===== src/rtl/bcd_mod_counter_if.sv =====
// Bundles the control, load and status signals of one BCD counter field.
// The clock and reset stay outside as plain ports.
interface bcd_mod_counter_if #(
    parameter int DIGITS = 2
);
    logic                  ena;
    logic                  up;
    logic                  load;
    logic [4*DIGITS-1:0]   d;
    logic [4*DIGITS-1:0]   q;
    logic                  out;
    logic                  load_err;

    modport master (output ena, up, load, d, input q, out, load_err);
    modport slave  (input ena, up, load, d, output q, out, load_err);
endinterface


===== src/rtl/bcd_mod_counter.sv =====
// BCD up/down counter over MIN_VAL..MAX_VAL with a validated parallel load.
// It also registers a wrap pulse that the next time field uses as its enable.
module bcd_mod_counter #(
    parameter int DIGITS  = 2,
    parameter int MIN_VAL = 0,
    parameter int MAX_VAL = 59
) (
    input  logic              clk,
    input  logic              reset,
    bcd_mod_counter_if.slave  bus
);
    localparam int W = 4 * DIGITS;

    function automatic logic [W-1:0] to_bcd(input int v);
        logic [W-1:0] r;
        int           t;
        r = '0;
        t = v;
        for (int i = 0; i < DIGITS; i++) begin
            r[4*i +: 4] = 4'(t % 10);
            t = t / 10;
        end
        return r;
    endfunction

    localparam logic [W-1:0] MIN_BCD = to_bcd(MIN_VAL);
    localparam logic [W-1:0] MAX_BCD = to_bcd(MAX_VAL);

    if (DIGITS < 1 || DIGITS > 4 || MIN_VAL < 0 || MIN_VAL > MAX_VAL || MAX_VAL >= 10**DIGITS) begin : g_bad_params
        $error("bcd_mod_counter: illegal DIGITS/MIN_VAL/MAX_VAL");
    end

    logic [W-1:0] q_q, q_d;
    logic         out_q, out_d;
    logic         err_q, err_d;
    logic [W-1:0] inc_v, dec_v;
    logic         cy, bw, nib_ok;
    logic         min_ok, max_ok, load_ok;

    // Per-digit ripple: a digit only moves if every lower digit wrapped.
    always_comb begin
        inc_v  = '0;
        dec_v  = '0;
        cy     = 1'b1;
        bw     = 1'b1;
        nib_ok = 1'b1;
        for (int i = 0; i < DIGITS; i++) begin
            if (!cy)                        inc_v[4*i +: 4] = q_q[4*i +: 4];
            else if (q_q[4*i +: 4] == 4'd9) inc_v[4*i +: 4] = 4'd0;
            else begin
                inc_v[4*i +: 4] = q_q[4*i +: 4] + 4'd1;
                cy              = 1'b0;
            end
            if (!bw)                        dec_v[4*i +: 4] = q_q[4*i +: 4];
            else if (q_q[4*i +: 4] == 4'd0) dec_v[4*i +: 4] = 4'd9;
            else begin
                dec_v[4*i +: 4] = q_q[4*i +: 4] - 4'd1;
                bw              = 1'b0;
            end
            if (bus.d[4*i +: 4] > 4'd9) nib_ok = 1'b0;
        end
    end

    // With all nibbles valid, BCD order equals unsigned vector order.
    if (MIN_VAL > 0) begin : g_min_chk
        assign min_ok = (bus.d >= MIN_BCD);
    end else begin : g_min_free
        assign min_ok = 1'b1;
    end
    assign max_ok  = (bus.d <= MAX_BCD);
    assign load_ok = nib_ok && min_ok && max_ok;

    always_comb begin
        q_d   = q_q;
        out_d = 1'b0;
        err_d = 1'b0;
        if (bus.load) begin
            if (load_ok) q_d   = bus.d;
            else         err_d = 1'b1;
        end else if (bus.ena) begin
            if (bus.up) begin
                if (q_q == MAX_BCD) begin
                    q_d   = MIN_BCD;
                    out_d = 1'b1;
                end else begin
                    q_d = inc_v;
                end
            end else begin
                if (q_q == MIN_BCD) begin
                    q_d   = MAX_BCD;
                    out_d = 1'b1;
                end else begin
                    q_d = dec_v;
                end
            end
        end
    end

    always_ff @(posedge clk or posedge reset) begin
        if (reset) begin
            q_q   <= MIN_BCD;
            out_q <= 1'b0;
            err_q <= 1'b0;
        end else begin
            q_q   <= q_d;
            out_q <= out_d;
            err_q <= err_d;
        end
    end

    assign bus.q        = q_q;
    assign bus.out      = out_q;
    assign bus.load_err = err_q;
endmodule

===== src/flat_wrapper.sv =====
// flat-port wrapper written by rule: the top's interface ports become plain ports
module bcd_mod_counter_flat 
#(
    parameter int DIGITS  = 2,
    parameter int MIN_VAL = 0,
    parameter int MAX_VAL = 59
)
  (clk, reset, bus_ena, bus_up, bus_load, bus_d, bus_q, bus_out, bus_load_err);
  bcd_mod_counter_if #(.DIGITS(DIGITS)) bus_i ();
  input  logic clk;
  input  logic reset;
  input wire logic [$bits(bus_i.ena)-1:0] bus_ena;
  input wire logic [$bits(bus_i.up)-1:0] bus_up;
  input wire logic [$bits(bus_i.load)-1:0] bus_load;
  input wire logic [$bits(bus_i.d)-1:0] bus_d;
  output wire logic [$bits(bus_i.q)-1:0] bus_q;
  output wire logic [$bits(bus_i.out)-1:0] bus_out;
  output wire logic [$bits(bus_i.load_err)-1:0] bus_load_err;
  assign bus_i.ena = bus_ena;
  assign bus_i.up = bus_up;
  assign bus_i.load = bus_load;
  assign bus_i.d = bus_d;
  assign bus_q = bus_i.q;
  assign bus_out = bus_i.out;
  assign bus_load_err = bus_i.load_err;
  bcd_mod_counter #(.DIGITS(DIGITS), .MIN_VAL(MIN_VAL), .MAX_VAL(MAX_VAL)) u_core (.clk(clk), .reset(reset), .bus(bus_i));
endmodule

===== config.mk =====
export PLATFORM = sky130hd
export DESIGN_NAME = bcd_mod_counter_flat
export DESIGN_NICKNAME = d
export VERILOG_FILES = /design/src/rtl/bcd_mod_counter_if.sv /design/src/rtl/bcd_mod_counter.sv /design/src/flat_wrapper.sv
export SDC_FILE = /design/constraint.sdc
export NUM_CORES = 1
export LEC_CHECK = 0
export ABC_AREA = 1
export BUFFER_PORTS_ARGS = -buffer_cell sky130_fd_sc_hd__clkbuf_2
export CAP_MARGIN = 10
export CORE_MARGIN = 2
export CORE_UTILIZATION = 40
export DETAILED_ROUTE_END_ITERATION = 8
export GPL_ROUTABILITY_DRIVEN = 0
export PLACE_DENSITY_LB_ADDON = 0.3
export SLEW_MARGIN = 40
export SYNTH_ARGS = -nofsm -noshare
export SYNTH_HDL_FRONTEND = slang
export SYNTH_SLANG_ARGS = --single-unit

===== constraint.sdc =====
create_clock -name clk -period 1.4 [get_ports clk]
set_input_delay 0.07 -clock clk [delete_from_list [all_inputs] [get_ports clk]]
set_output_delay 0.07 -clock clk [all_outputs]
set_load 0.02 [all_outputs]

==> metrics.md <==
| Metric | Value |
|---|---|
| Outcome | finished clean |
| Layout fillers | 200 |
| PwrDens | approximately 1400 nW/µm² |
| Post-Syn Area per Cell | about 6.6 µm² |
| Maximum VDD drop | 913 µV |
| Finished Layout Cells | 205 |
| FP Rows | 17 |
| Post-Place Cells | just under 200 |
| GRT Util Overall | between 10% and 20% |
| Share of post-route cells with drive strength above 1 | 33.9% |
| Die height | between 50 and 60 µm |
| Synth Instances | approximately 140 |
| TritonCTS Buffers | 3 |
| Post-route DRC | 0 |
| Gr ovfl total | 0 |
| Max cap viols | 0 |
| N_diodes | 0 |
| DR vias | around 1000 |
| Post-layout nets | roughly 200 |
| Die area | 2730 µm² |
| Post-route setup slack | ~0.021 ns |
| Peak Freq | 0.725 GHz |
| Clock Pin Slew Worst Setup and Hold Paths | roughly 0.070 ns |
| Clk buf depth | 2 |
| Final wirelength | 2.40 mm |
| Crit Path Category | flop to flop |
| Routed Antenna Nets | 0 |
| Sequential-to-total area share from yosys stat | 26.9% |
| Clock latency on the worst-skew pair | between 0.2 and 0.3 ns |
| Initial antenna violation count | 0 |
| Horiz. Die Dim | approximately 52 µm |
| Mapped Nets | 158 |
| Setup Viol. Count Final | 0 |
| Wire per inst | ~12 µm |
| RSZ-0062 raised after global routing | yes |
| P&R area growth vs syn | 32.0% |
| Final worst path period need | approximately 1.4 ns |
| Number of global-route vias before repair | just over 900 |
| Commonest cells post-synth | nand2_1, inv_1, nand3_1, nor2_1, dfrtp_1 |
| Post-DP HPWL | around 1.9 mm |
| CTS H-tree depth | 1 |
| Synth area leader | dfrtp_1 |
| Critical path arrival | 1.54 ns |
| Final hold slack | 0.0654 ns |
| Port Buffer Count | 22 |
| Starting DRT DRC Count | 19 |
| Min-delay worst type | primary input to flop |
| Final Max Slew Viols | 0 |
| Most frequently used flop master after synthesis | dfrtp_1 |
| I/O pins | 23 |
| Root buf cell | clkbuf_4 |
| DR pass1 iterations | 4 |
| Setup Skew | around 0.0050 ns |
| Largest net degree at the start of global routing | 12 |
| Slew @ Worst Pin | between 0.3 and 0.4 ns |
| Ys Warns | 0 |
| Slew HR | about three quarters |
| Synthesis-stage register bit count | 10 |
| Top-count cell post-synth | nand2_1 |
| DR vias/cell | just under 5 |
| Critical path data required time | ~1.6 ns |
| Mapped Area | around 930 µm² |
| Final period util | between 90 and 100% |
| Critical-path maximum fanout | 6 |
| Crit start category | flop |
| Synth top area share | 26.9% |
| Library cells used by synthesis | 25 |
| Largest cells by area after synthesis | dfrtp_1, nand2_1, nand3_1, inv_1, ha_1 |
| CTS tree | done |
| EDFF count, synth | 0 |
| Leakage power | between 0.6 and 0.7 nW |
| Starting Density | around 42% |
| Final Hold Viols | 0 |
| FFs w/ async S/R, synth | between 90% and 100% |
| Setup TNS | 0 ns |
| Core Area | between 2000 and 2500 µm² |
| DP Worst Slack | -0.000624 ns |
| Worst setup EP type | flop |
| CTS sink cnt | 10 |
| Global-route wire length before repair | 3.75 mm |
==> area by class of cell <==
type | instances | area (µm²) | area share (%)
multi-input cells | 110 | 639 | 52.0
clock buffers | 4 | 26.3 | 2.14
inverters | 20 | 80.1 | 6.52
repair buffers | 33 | 195 | 15.9
well taps | 28 | 35.0 | 2.85
flip-flops and latches | 10 | 253 | 20.6
==> state kept, by name, summed over array words and instances (netlist names) <==
register	count
u_core.bus.load_err	1
u_core.bus.q	8
u_core.bus.out	1
==> layer usage <==
metal	share of wire (%)	wire length, µm	up-vias	track usage (%)
li1	-	-	519	-
met1	45	1080	441	25.5
met2	46	1100	40	28.7
met3	6.8	164	7	1.43
met4	2.5	59	0	10.3
met5	0	0	-	0
==> cells in the final DEF (no fill, tap or decap), types with 3 or more instances in the layout <==
| master | n |
|---|---|
| nor3_1 | 3 |
| nand2_1 | 50 |
| inv_1 | 13 |
| dfrtp_1 | 8 |
| clkbuf_4 | 3 |
| nand2_2 | 3 |
| nor2_1 | 12 |
| nand3_4 | 3 |
| o21ai_1 | 6 |
| nand3_1 | 13 |
| inv_2 | 5 |
| clkbuf_2 | 22 |
| buf_4 | 10 |
==> metrics by stage <==
| stage | power [W] | instance area (µm²) | utilization, % |
|---|---|---|---|
| after floorplan | 0.00112 | 978 | - |
| after global placement | 0.00138 | 1150 | 52.0 |
| after detailed placement | 0.00141 | 1150 | 52.0 |
| after CTS | 0.00165 | 1200 | 54.3 |
| after global routing | 0.00182 | 1230 | 55.5 |
| final | 0.00169 | 1230 | 55.5 |
==> critical path: stages (launching register included) <==
cell,delay (ns)
dfrtp_2,0.43
inv_4,0.10
ha_4,0.15
nand3_4,0.11
nand2_4,0.11
inv_2,0.04
nand2_1,0.07
o21ai_1,0.07
o21ai_1,0.13
nand2_1,0.06
==> kinds of logic (layout without fill, tap and decap cells) <==
logic type	count (synthesis)	after routing	share of synthesized area, %
AOI/OAI and AO/OA	11	11	6.45
xor gates and xnor gates	1	1	0.941
adders and majority gates	4	4	5.38
buffers and inverters	21	57	9.27
DFF	10	10	26.9
and+or+nand+nor	94	94	51.1
==> power breakdown <==
part / total, W / internal [W] / switching (W) / leakage (nW)
sequential: 0.000476 / 0.000367 / 0.000109 / 0.121
combinational: 0.00100 / 0.000395 / 0.000607 / 0.546
clock: 0.000209 / 0.000110 / 0.0000986 / 0.0150
total: 0.00169 / 0.000873 / 0.000814 / 0.682
==> worst paths after layout <==
path,startpoint,end,slack (ns),cells past startpoint
hold / removal,bus_ena,u_core.bus.out$_DFF_PP0_,0.07,3
setup / recovery,u_core.bus.q[1]$_DFFE_PP0P_,u_core.bus.q[2]$_DFFE_PP0P_,0.02,9
min in group asynchronous,reset,u_core.bus.load_err$_DFF_PP0_,0.31,3
setup reg to reg,u_core.bus.q[1]$_DFFE_PP0P_,u_core.bus.q[2]$_DFFE_PP0P_,0.02,9
max in group asynchronous,reset,u_core.bus.q[0]$_DFFE_PP0P_,0.79,3
hold reg to reg,u_core.bus.q[6]$_DFFE_PP0P_,u_core.bus.q[6]$_DFFE_PP0P_,0.60,2
==> repair_timing <==
item / 4_1_cts / 5_1_grt
setup buffers: 2 / 3
pin swaps: 0 / 7
endpoints found under the hold margin: 10 / 0
setup endpoints to repair: 3 / 6
resized for setup: 0 / 5
hold buffers: 1 / 0
Note: power is estimated with default switching activity, not from simulation.
